$ cat config.mk
export PLATFORM = sky130hd
export DESIGN_NAME = alu_sequencer
export DESIGN_NICKNAME = d
export VERILOG_FILES = /design/src/rtl/alu_sequencer.sv
export SDC_FILE = /design/constraint.sdc
export NUM_CORES = 1
export LEC_CHECK = 0
export CORE_ASPECT_RATIO = 1.75
export CORE_UTILIZATION = 36
export DETAILED_ROUTE_END_ITERATION = 8
export PLACE_DENSITY = 0.85
export SYNTH_ARGS = -nofsm -noshare
export SYNTH_HDL_FRONTEND = slang
export SYNTH_SLANG_ARGS = --single-unit
$ cat constraint.sdc
create_clock -name clk -period 2.07 [get_ports clk]
set_input_delay 0.3105 -clock clk [delete_from_list [all_inputs] [get_ports clk]]
set_output_delay 0.3105 -clock clk [all_outputs]
set_load 0.005 [all_outputs]
$ cat src/rtl/alu_sequencer.sv
// Issue/capture controller for the combinational ALU: latches a request, waits a settle time, returns C.
// Optional: define ALU_SEQ_DIV0_CHECK_EN to reject div with B==0 instead of issuing it.
module alu_sequencer #(
    parameter int unsigned SHORT_WAIT  = 1,
    parameter int unsigned MULDIV_WAIT = 4
) (
    input  logic        clk,
    input  logic        clr,
    input  logic        req_valid,
    output logic        req_ready,
    input  logic [4:0]  req_opcode,
    input  logic [31:0] req_a,
    input  logic [31:0] req_b,
    output logic [4:0]  alu_opcode,
    output logic [31:0] alu_a,
    output logic [31:0] alu_b,
    input  logic [63:0] alu_c,
    output logic        resp_valid,
    input  logic        resp_ready,
    output logic [31:0] resp_hi,
    output logic [31:0] resp_lo,
    output logic        resp_hi_we,
    output logic        resp_lo_we,
    output logic        resp_err
);

    localparam logic [4:0] OP_FIRST = 5'b00011;
    localparam logic [4:0] OP_LAST  = 5'b10010;
    localparam logic [4:0] OP_MUL   = 5'b01111;
    localparam logic [4:0] OP_DIV   = 5'b10000;
    localparam logic [3:0] SHORT_LD  = 4'(SHORT_WAIT - 1);
    localparam logic [3:0] MULDIV_LD = 4'(MULDIV_WAIT - 1);

    typedef enum logic [1:0] {
        IDLE,
        EXEC,
        RESP
    } state_t;

    state_t      state, state_nx;
    logic [3:0]  cnt, cnt_nx;
    logic [4:0]  op_nx;
    logic [31:0] a_nx, b_nx, hi_nx, lo_nx;
    logic        hi_we_nx, lo_we_nx, err_nx;
    logic        legal, req_muldiv, cur_muldiv, reject;

    assign legal      = (req_opcode >= OP_FIRST) && (req_opcode <= OP_LAST);
    assign req_muldiv = (req_opcode == OP_MUL) || (req_opcode == OP_DIV);
    assign cur_muldiv = (alu_opcode == OP_MUL) || (alu_opcode == OP_DIV);

`ifdef ALU_SEQ_DIV0_CHECK_EN
    assign reject = !legal || ((req_opcode == OP_DIV) && (req_b == 32'd0));
`else
    assign reject = !legal;
`endif

    // Ready is held low while clr is asserted so nothing looks accepted in reset.
    assign req_ready  = clr && (state == IDLE);
    assign resp_valid = (state == RESP);

    always_comb begin
        state_nx = state;
        cnt_nx   = cnt;
        op_nx    = alu_opcode;
        a_nx     = alu_a;
        b_nx     = alu_b;
        hi_nx    = resp_hi;
        lo_nx    = resp_lo;
        hi_we_nx = resp_hi_we;
        lo_we_nx = resp_lo_we;
        err_nx   = resp_err;
        unique case (state)
            IDLE: begin
                if (req_valid) begin
                    if (reject) begin
                        err_nx   = 1'b1;
                        hi_we_nx = 1'b0;
                        lo_we_nx = 1'b0;
                        hi_nx    = 32'd0;
                        lo_nx    = 32'd0;
                        state_nx = RESP;
                    end else begin
                        op_nx    = req_opcode;
                        a_nx     = req_a;
                        b_nx     = req_b;
                        cnt_nx   = req_muldiv ? MULDIV_LD : SHORT_LD;
                        state_nx = EXEC;
                    end
                end
            end
            EXEC: begin
                if (cnt != 4'd0) begin
                    cnt_nx = cnt - 4'd1;
                end else begin
                    hi_nx    = alu_c[63:32];
                    lo_nx    = alu_c[31:0];
                    lo_we_nx = 1'b1;
                    hi_we_nx = cur_muldiv;
                    err_nx   = 1'b0;
                    state_nx = RESP;
                end
            end
            RESP: begin
                if (resp_ready) begin
                    hi_we_nx = 1'b0;
                    lo_we_nx = 1'b0;
                    err_nx   = 1'b0;
                    state_nx = IDLE;
                end
            end
            default: state_nx = IDLE;
        endcase
    end

    always_ff @(posedge clk or negedge clr) begin
        if (!clr) begin
            state      <= IDLE;
            cnt        <= 4'd0;
            alu_opcode <= 5'd0;
            alu_a      <= 32'd0;
            alu_b      <= 32'd0;
            resp_hi    <= 32'd0;
            resp_lo    <= 32'd0;
            resp_hi_we <= 1'b0;
            resp_lo_we <= 1'b0;
            resp_err   <= 1'b0;
        end else begin
            state      <= state_nx;
            cnt        <= cnt_nx;
            alu_opcode <= op_nx;
            alu_a      <= a_nx;
            alu_b      <= b_nx;
            resp_hi    <= hi_nx;
            resp_lo    <= lo_nx;
            resp_hi_we <= hi_we_nx;
            resp_lo_we <= lo_we_nx;
            resp_err   <= err_nx;
        end
    end

endmodule

==> results of run 1 <==
cell usage in the layout (no fill, tap or decap), types with 2 or more instances in the layout:
cell	instances
sky130_fd_sc_hd__o21ai_0	3
sky130_fd_sc_hd__clkinvlp_4	2
sky130_fd_sc_hd__nand2_1	6
sky130_fd_sc_hd__ha_1	5
sky130_fd_sc_hd__mux2_2	72
sky130_fd_sc_hd__buf_4	17
sky130_fd_sc_hd__clkinv_4	4
sky130_fd_sc_hd__clkbuf_16	18
sky130_fd_sc_hd__nand2b_1	3
sky130_fd_sc_hd__nand3_1	3
sky130_fd_sc_hd__a211o_1	2
sky130_fd_sc_hd__buf_12	6
sky130_fd_sc_hd__nor2_1	3
sky130_fd_sc_hd__inv_6	5
sky130_fd_sc_hd__inv_1	5
sky130_fd_sc_hd__dfrtp_1	142
sky130_fd_sc_hd__or4_1	2
sky130_fd_sc_hd__clkdlybuf4s50_1	272
sky130_fd_sc_hd__nand3b_1	4
sky130_fd_sc_hd__a22o_1	64
sky130_fd_sc_hd__mux2i_1	5
sky130_fd_sc_hd__inv_2	2
metrics by stage:
step / util / setup TNS, ns / hold slack, ns / total power (uW)
finish: 0.617 / 0 / -0.0126 / 13800
global route: 0.617 / 0 / 0.0905 / 14600
CTS: 0.615 / 0 / 0.0635 / 13900
detailed placement: 0.575 / -27.63 / 0.484 / 10800
global placement: 0.575 / -23.98 / 0.478 / 10500
floorplan: - / 0 / 0.0149 / 7110
cells by family after synthesis:
logic type | Yosys count
flip-flops | 142
multiplexers | 79
AO/OA/AOI/OAI | 72
AND/OR/NAND/NOR | 31
buffers and inverters | 28
adder cells (fa/ha/maj) | 6
final cells by class:
class,count,area [um^2]
flip-flops and latches,142,3550
clock buffers,19,443
clock inverters,13,129
inverters,7,26.3
repair buffers,298,3020
fillers,1119,5710
multi-input cells,188,1800
well taps,183,229
power breakdown:
group | internal [uW] | switching, uW | leakage [uW]
sequential | 4100 | 802 | 0.00181
combinational | 3910 | 2060 | 0.00193
clock | 1710 | 1240 | 0.000275
state kept, by name (all words and copies together), names as in the netlist:
name        count
alu_a          32
alu_b          32
resp_hi        32
resp_lo        32
alu_opcode      5
cnt             4
state           2
resp_err        1
resp_hi_we      1
resp_lo_we      1
worst paths after layout:
| kind | startpoint | endpoint | cells past startpoint | slack (ns) |
|---|---|---|---|---|
| max | state[0] | resp_valid | 3 | 0.17 |
| min | clr | resp_err | 2 | -0.01 |
| max reg2reg | cnt[0] | resp_lo[14] | 7 | 0.18 |
| min reg2reg | resp_hi[28] | resp_hi[28] | 1 | 0.50 |
| max in group asynchronous | clr | cnt[0] | 2 | 1.43 |
| min in group clk | resp_hi[28] | resp_hi[28] | 1 | 0.50 |
worst register-to-register path, stage by stage, from the launching register on:
cell,delay (ns)
sky130_fd_sc_hd__dfrtp_1,0.40
sky130_fd_sc_hd__inv_1,0.11
sky130_fd_sc_hd__ha_1,0.17
sky130_fd_sc_hd__nor3b_2,0.20
sky130_fd_sc_hd__nor2b_1,0.10
sky130_fd_sc_hd__or3_4,0.38
sky130_fd_sc_hd__clkbuf_16,0.23
sky130_fd_sc_hd__a22o_1,0.20
cell usage after synthesis (all sizes together) (2+ instances only):
library cell	n	area [um^2]
dfrtp	142	3550
mux2	73	826
a22o	64	561
buf	20	146
inv	7	26.3
nand2	7	26.3
ha	6	75.1
mux2i	6	63.8
nand3b	4	30.0
nor2	4	17.5
nand2b	3	18.8
nand3	3	15.0
o21ai	3	15.0
or4	3	26.3
a211o	2	17.5
layer usage:
metal	vias up	GRT usage
li1	1902	-
met1	2193	0.208
met2	200	0.343
met3	28	0.0568
met4	0	0.0760
met5	-	0
timing repair:
item	4_1_cts	5_1_grt
endpoints found under the hold margin	0	0
gates resized for setup	6	1
gates cloned	0	1
endpoints found under the setup margin	65	51
hold buffers	0	0
==> summary.txt, run 1 <==
STA
  • Slew @ Worst Pin: 0.803 ns
  • Worst slew margin relative to its limit: 0.465
  • Final critical delay including setup and external delays: 1.90 ns
  • Pins Over Slew Limit: 0
  • Crit share post-route: 0.917
  • Fmax achieved: 0.527 GHz
  • Final-layout worst hold slack: -0.0126 ns
  • Final hold violation count: 23
  • Max Clock Skew: 0.0107 ns
  • Setup violators final: 0
  • Setup repair after global routing missed its margin: no
  • Minimum setup slack in the final design: 0.172 ns

Routing
  • Routed metal-1 wire length: approximately 5600 um
  • Post-Route WL: 15500 um
  • Post-route antenna net violation count: 0
  • Vias: ~4300
  • Highest metal layer used by the detailed router: met4
  • Vias/cell: 5.09
  • First-iteration detailed-routing DRC count: 80
  • Remaining design rule violation count: 0
  • Total met2 wirelength after detailed routing: 8410 um
  • Pre-Repair DR Iteration Count: 4
  • Length of routed met3 wiring: 1180 um
  • Wire length per cell after detailed routing: 18.3 um

Pwr
  • LEAKAGE: 0.00401 uW
  • Peak ir drop on the vdd network: 0.000874 V
  • Total power density per cell area: 1500 mW/mm^2

Final layout
  • Diodes inserted: 0
  • Fin area: 0.00920 mm^2
  • Signed area change from the synthesized netlist to the final layout: 67.2%
  • Number of cells in the finished layout apart from fillers: 850
  • Final-stage net count: 797
  • Share of post-route cells with drive strength above 1: 0.208

Synth
  • Synthesized net count: 501
  • Multiplexer fraction of the synthesized cell area: 0.162
  • Synthesized instance count: 358
  • Share of flip-flops with an asynchronous set or reset after synthesis: 1.00
  • Number of distinct library cells after synthesis: 32
  • Compound-Gate Fraction of Synth Area: 0.114
  • Primary flip-flop cell chosen by synthesis mapping: sky130_fd_sc_hd__dfrtp_1
  • Seq cells post-synth: 142
  • Sequential fraction of the synthesis area: 0.646
  • Area share of xor/xnor cells in the synthesized design: 0
  • EDFF count, synth: 0
  • Synthesized area: 0.00550 mm^2
  • Warnings, synthesis: 0
  • Largest family of logic cells by synthesized area: multiplexers
  • Adder-cell share of the synthesized area: 0.0136
  • Synthesized area divided by synthesized cell count: about 15 um^2
  • Simple logic cell fraction of the synthesized area: 0.0323

Setup path
  • Worst Path Max Fanout: 2
  • CP startpoint kind: register
  • Cell at the slowest stage of the critical path: sky130_fd_sc_hd__clkdlybuf4s50_1
  • Startpoint-to-endpoint class of the critical path: reg -> out
  • Critical path, cell by cell: inv_2 -> ha_1 -> clkdlybuf4s50_1
  • Top Family by Delay on Critical Path: buffers and inverters
  • Data arrival at the endpoint of the critical path: 1.59 ns
  • Combined buffer and inverter count along the critical path: 2
  • Critical Path Sink Type: output pin
  • Largest stage delay, worst path: 0.53 ns
  • CP Data Required Time: 1.76 ns

Clocking
  • Clock latency on the worst-skew pair: about 0.4 ns
  • Clock Sink Count: about 140
  • CTS tree: yes
  • Root buffer cell: sky130_fd_sc_hd__clkbuf_16
  • Total CTS buffers: 17
  • Clock Pin Slew Worst Setup and Hold Paths: 0.07 ns
  • Number of post-CTS setup repair buffers: 0
  • Number of buffers on the longest clock path: 2
  • CTS H-tree lvls: 4

Place
  • Placed wire-length estimate after detailed placement: 11100 um
  • Placement-stage worst setup slack: -0.269 ns
  • Cell Area, Placed: about 0.0086 mm^2
  • Port-buffer cells: ~270
  • Number of instances in the placed design: 817
  • Gpl congestion: between 0.8 and 0.9

Floorplan
  • Y dimension of the die: 166 um
  • Total die area: 0.0158 mm^2
  • Horizontal die dimension: 95.5 um
  • Number of primary I/O pins: 275
  • Core area: 0.0149 mm^2
  • Initial Util: 0.369
  • Placement Rows: 59

Global route
  • First-pass GRT wire length: 23100 um
  • Total track usage: 0.192
  • Antenna violations before repair: 0
  • Pin count of the biggest net entering global routing: 143
  • Global route overflow: 0
  • Via count of the first global-routing pass: 4695

Min path
  • Path class of the lowest-slack min-delay path: in -> async

Job
  • # Max-Cap Violations: 0

Run status
  • Run status: complete, but fails checks
  • Violated checks: hold timing
No activity file was read; power rests on OpenSTA's default activity.
==> inputs of run 2 (changes only) <==
SKIP_LAST_GASP = 1   (was not set)
==> run 2 against run 1 <==
The flow still finishes with violations (hold timing). Sequential power barely moved. Register-to-register slack about the same. Cell count rose by 0.12%. Largest power group unchanged. Highest routed layer unchanged. Routed wire length rose by 0.15%. Sequential share of layout area hardly changed. Die area is the same. Sequential cell count did not move. Worst hold slack gained 0.0099 ns. Power rose by 0.18%. Via count decreased by 0.35%. Non-clock buffer count increased by 1. Critical path depth is 1 higher.
==> summary.txt, run 2 (same netlist as run 1, synthesis figures left out) <==
STA
  • Pins Over Slew Limit: 0 (unchanged)
  • Final critical delay including setup and external delays: 2.03 ns (+0.133 ns)
  • Worst slew margin relative to its limit: 0.478 (+0.0126)
  • Crit share post-route: 0.981 (+0.0642)
  • Setup violators final: 0 (unchanged)
  • Slew @ Worst Pin: 0.784 ns (-0.0189 ns)
  • Final-layout worst hold slack: -0.00273 ns (+0.00991 ns)
  • Setup Total Neg Slack: 0 ns (unchanged)
  • Final hold violation count: 10 (-57%)
  • Minimum setup slack in the final design: 0.0391 ns (-0.133 ns)
  • Setup repair after global routing missed its margin: yes
  • Max Clock Skew: 0.0109 ns (+0.000280 ns)
  • Fmax achieved: 0.492 GHz (-6.5%)

Clocking
  • CTS tree: yes
  • Root buffer cell: sky130_fd_sc_hd__clkbuf_16
  • Clock Sink Count: 142 (unchanged)
  • Clock latency on the worst-skew pair: 0.40 ns (about the same)
  • Total CTS buffers: 17 (unchanged)
  • CTS H-tree lvls: 4 (unchanged)
  • Clock Pin Slew Worst Setup and Hold Paths: 0.06 ns (about the same)
  • Number of buffers on the longest clock path: 2 (unchanged)

Floorplan
  • Total die area: 0.0158 mm^2 (unchanged)
  • Horizontal die dimension: 95.5 um (unchanged)
  • Y dimension of the die: 166 um (unchanged)
  • Core area: 0.0149 mm^2 (unchanged)
  • Initial Util: 0.369 (unchanged)
  • Number of primary I/O pins: 275 (unchanged)
  • Placement Rows: 59 (unchanged)

Routing
  • Pre-Repair DR Iteration Count: 4 (unchanged)
  • Post-Route WL: 15600 um (+0.15%)
  • First-iteration detailed-routing DRC count: 84 (+5.0%)
  • Wire length per cell after detailed routing: 18.3 um (about the same)
  • Remaining design rule violation count: 0 (unchanged)
  • Vias/cell: 5.06 (-0.46%)
  • Post-route antenna net violation count: 0 (unchanged)
  • Vias: 4308 (-0.35%)

Run status
  • Run status: complete, but fails checks
  • Violated checks: hold timing

Setup path
  • Critical Path Sink Type: output pin
  • Critical path, cell by cell: inv_2 -> ha_4 -> and2_1 -> clkdlybuf4s50_1
  • Cell at the slowest stage of the critical path: sky130_fd_sc_hd__clkdlybuf4s50_1
  • Combined buffer and inverter count along the critical path: 2 (unchanged)
  • CP Data Required Time: 1.76 ns (about the same)
  • Startpoint-to-endpoint class of the critical path: reg -> out
  • Worst Path Max Fanout: 5 (+3)
  • Top Family by Delay on Critical Path: buffers and inverters
  • Largest stage delay, worst path: 0.51 ns (-0.02 ns)
  • Number of cell instances on the worst register-to-register path: 7 (unchanged)
  • Data arrival at the endpoint of the critical path: 1.72 ns (+0.13 ns)
  • CP startpoint kind: register
  • Logic depth of the worst path, buffers included: 4 (+1)

Place
  • Port-buffer cells: 274 (unchanged)
  • Cell Area, Placed: 0.00858 mm^2 (unchanged)
  • Placement-stage worst setup slack: -0.269 ns (unchanged)
  • Gpl congestion: 0.807 (unchanged)
  • Placed wire-length estimate after detailed placement: 11100 um (unchanged)

Final layout
  • Most common cell after layout, fill and taps aside: sky130_fd_sc_hd__clkdlybuf4s50_1
  • Final-stage net count: 798 (+0.13%)
  • Fin area: 0.00921 mm^2 (about the same)
  • Fill count: 1118 (-0.089%)
  • Share of post-route cells with drive strength above 1: 0.210 (+0.00119)
  • Footprint of the flip-flops and latches: 0.00355 mm^2 (unchanged)
  • Top library cells by usage in the layout, fill and taps aside: sky130_fd_sc_hd__clkdlybuf4s50_1 (273), sky130_fd_sc_hd__dfrtp_1 (142), sky130_fd_sc_hd__mux2_2 (72)
  • Signed area change from the synthesized netlist to the final layout: 67.3% (about the same)
  • Diodes inserted: 0 (unchanged)
  • Area of the multi-input gates: 0.00180 mm^2 (unchanged)

Global route
  • Global route overflow: 0 (unchanged)
  • First-pass GRT wire length: 23100 um (unchanged)
  • Via count of the first global-routing pass: 4695 (unchanged)
  • Antenna violations before repair: 0 (unchanged)
  • Total track usage: 0.192 (unchanged)
  • Pin count of the biggest net entering global routing: 143 (unchanged)

Min path
  • Path class of the lowest-slack min-delay path: in -> async

Job
  • # Max-Cap Violations: 0 (unchanged)

Pwr
  • LEAKAGE: 0.00401 uW (about the same)
  • Peak ir drop on the vdd network: 0.000876 V (+0.22%)
  • Total power density per cell area: 1500 mW/mm^2 (about the same)
-- run 2: cell count changes in the layout (fill, tap and decap cells not counted) --
cell                              delta
sky130_fd_sc_hd__dlygate4sd2_1       -1
sky130_fd_sc_hd__clkdlybuf4s50_1     +1
sky130_fd_sc_hd__buf_4               +1
-- run 2: metal layers --
| metal | routed length (um) | GRT usage |
|---|---|---|
| met1 | 5670 | 0.208 |
| met2 | 8440 | 0.343 |
| met3 | 1120 | 0.0568 |
| met4 | 339 | 0.0760 |
| met5 | 0 | 0 |
-- run 2: metrics by stage --
| step | power, uW | util | cells |
|---|---|---|---|
| after floorplan | 7110 | - | 358 |
| after global placement | 10500 | 0.575 | 817 |
| after detailed placement | 10800 | 0.575 | 817 |
| after CTS | 13900 | 0.615 | 849 |
| after global routing | 14600 | 0.617 | 851 |
| final | 13800 | 0.617 | 851 |
-- run 2: area by class of cell --
type	count	area share
Sequential cell	142	0.386
Timing Repair Buffer	299	0.328
Multi-Input combinational cell	188	0.196
Clock buffer	19	0.0481
Tap cell	183	0.0249
Clock inverter	13	0.0140
Inverter	7	0.00285
-- run 2: where the power goes --
group | switching (uW) | leakage, uW | internal [uW] | total (uW)
registers | 803 | 0.00181 | 4100 | 4900
logic | 2070 | 0.00193 | 3920 | 5990
clock network | 1240 | 0.000275 | 1710 | 2960
-- run 2: repair_timing --
item	4_1_cts	5_1_grt
hold buffers	0	0
buffers inserted	0	1
pin swaps	0	0
resized for setup	4	2
setup endpoints to repair	65	52
cloned	0	1
-- run 2: path summary, 6_finish.rpt --
path / start / endpoint / slack, ns
worst max register to register: cnt[0] / resp_lo[14] / 0.18
min in group clk: resp_hi[28] / resp_hi[28] / 0.50
max in group asynchronous: clr / cnt[0] / 1.45
worst min register to register: resp_hi[28] / resp_hi[28] / 0.50
worst min-delay path: clr / alu_opcode[4] / -0.003
worst max-delay path: state[1] / req_ready / 0.04
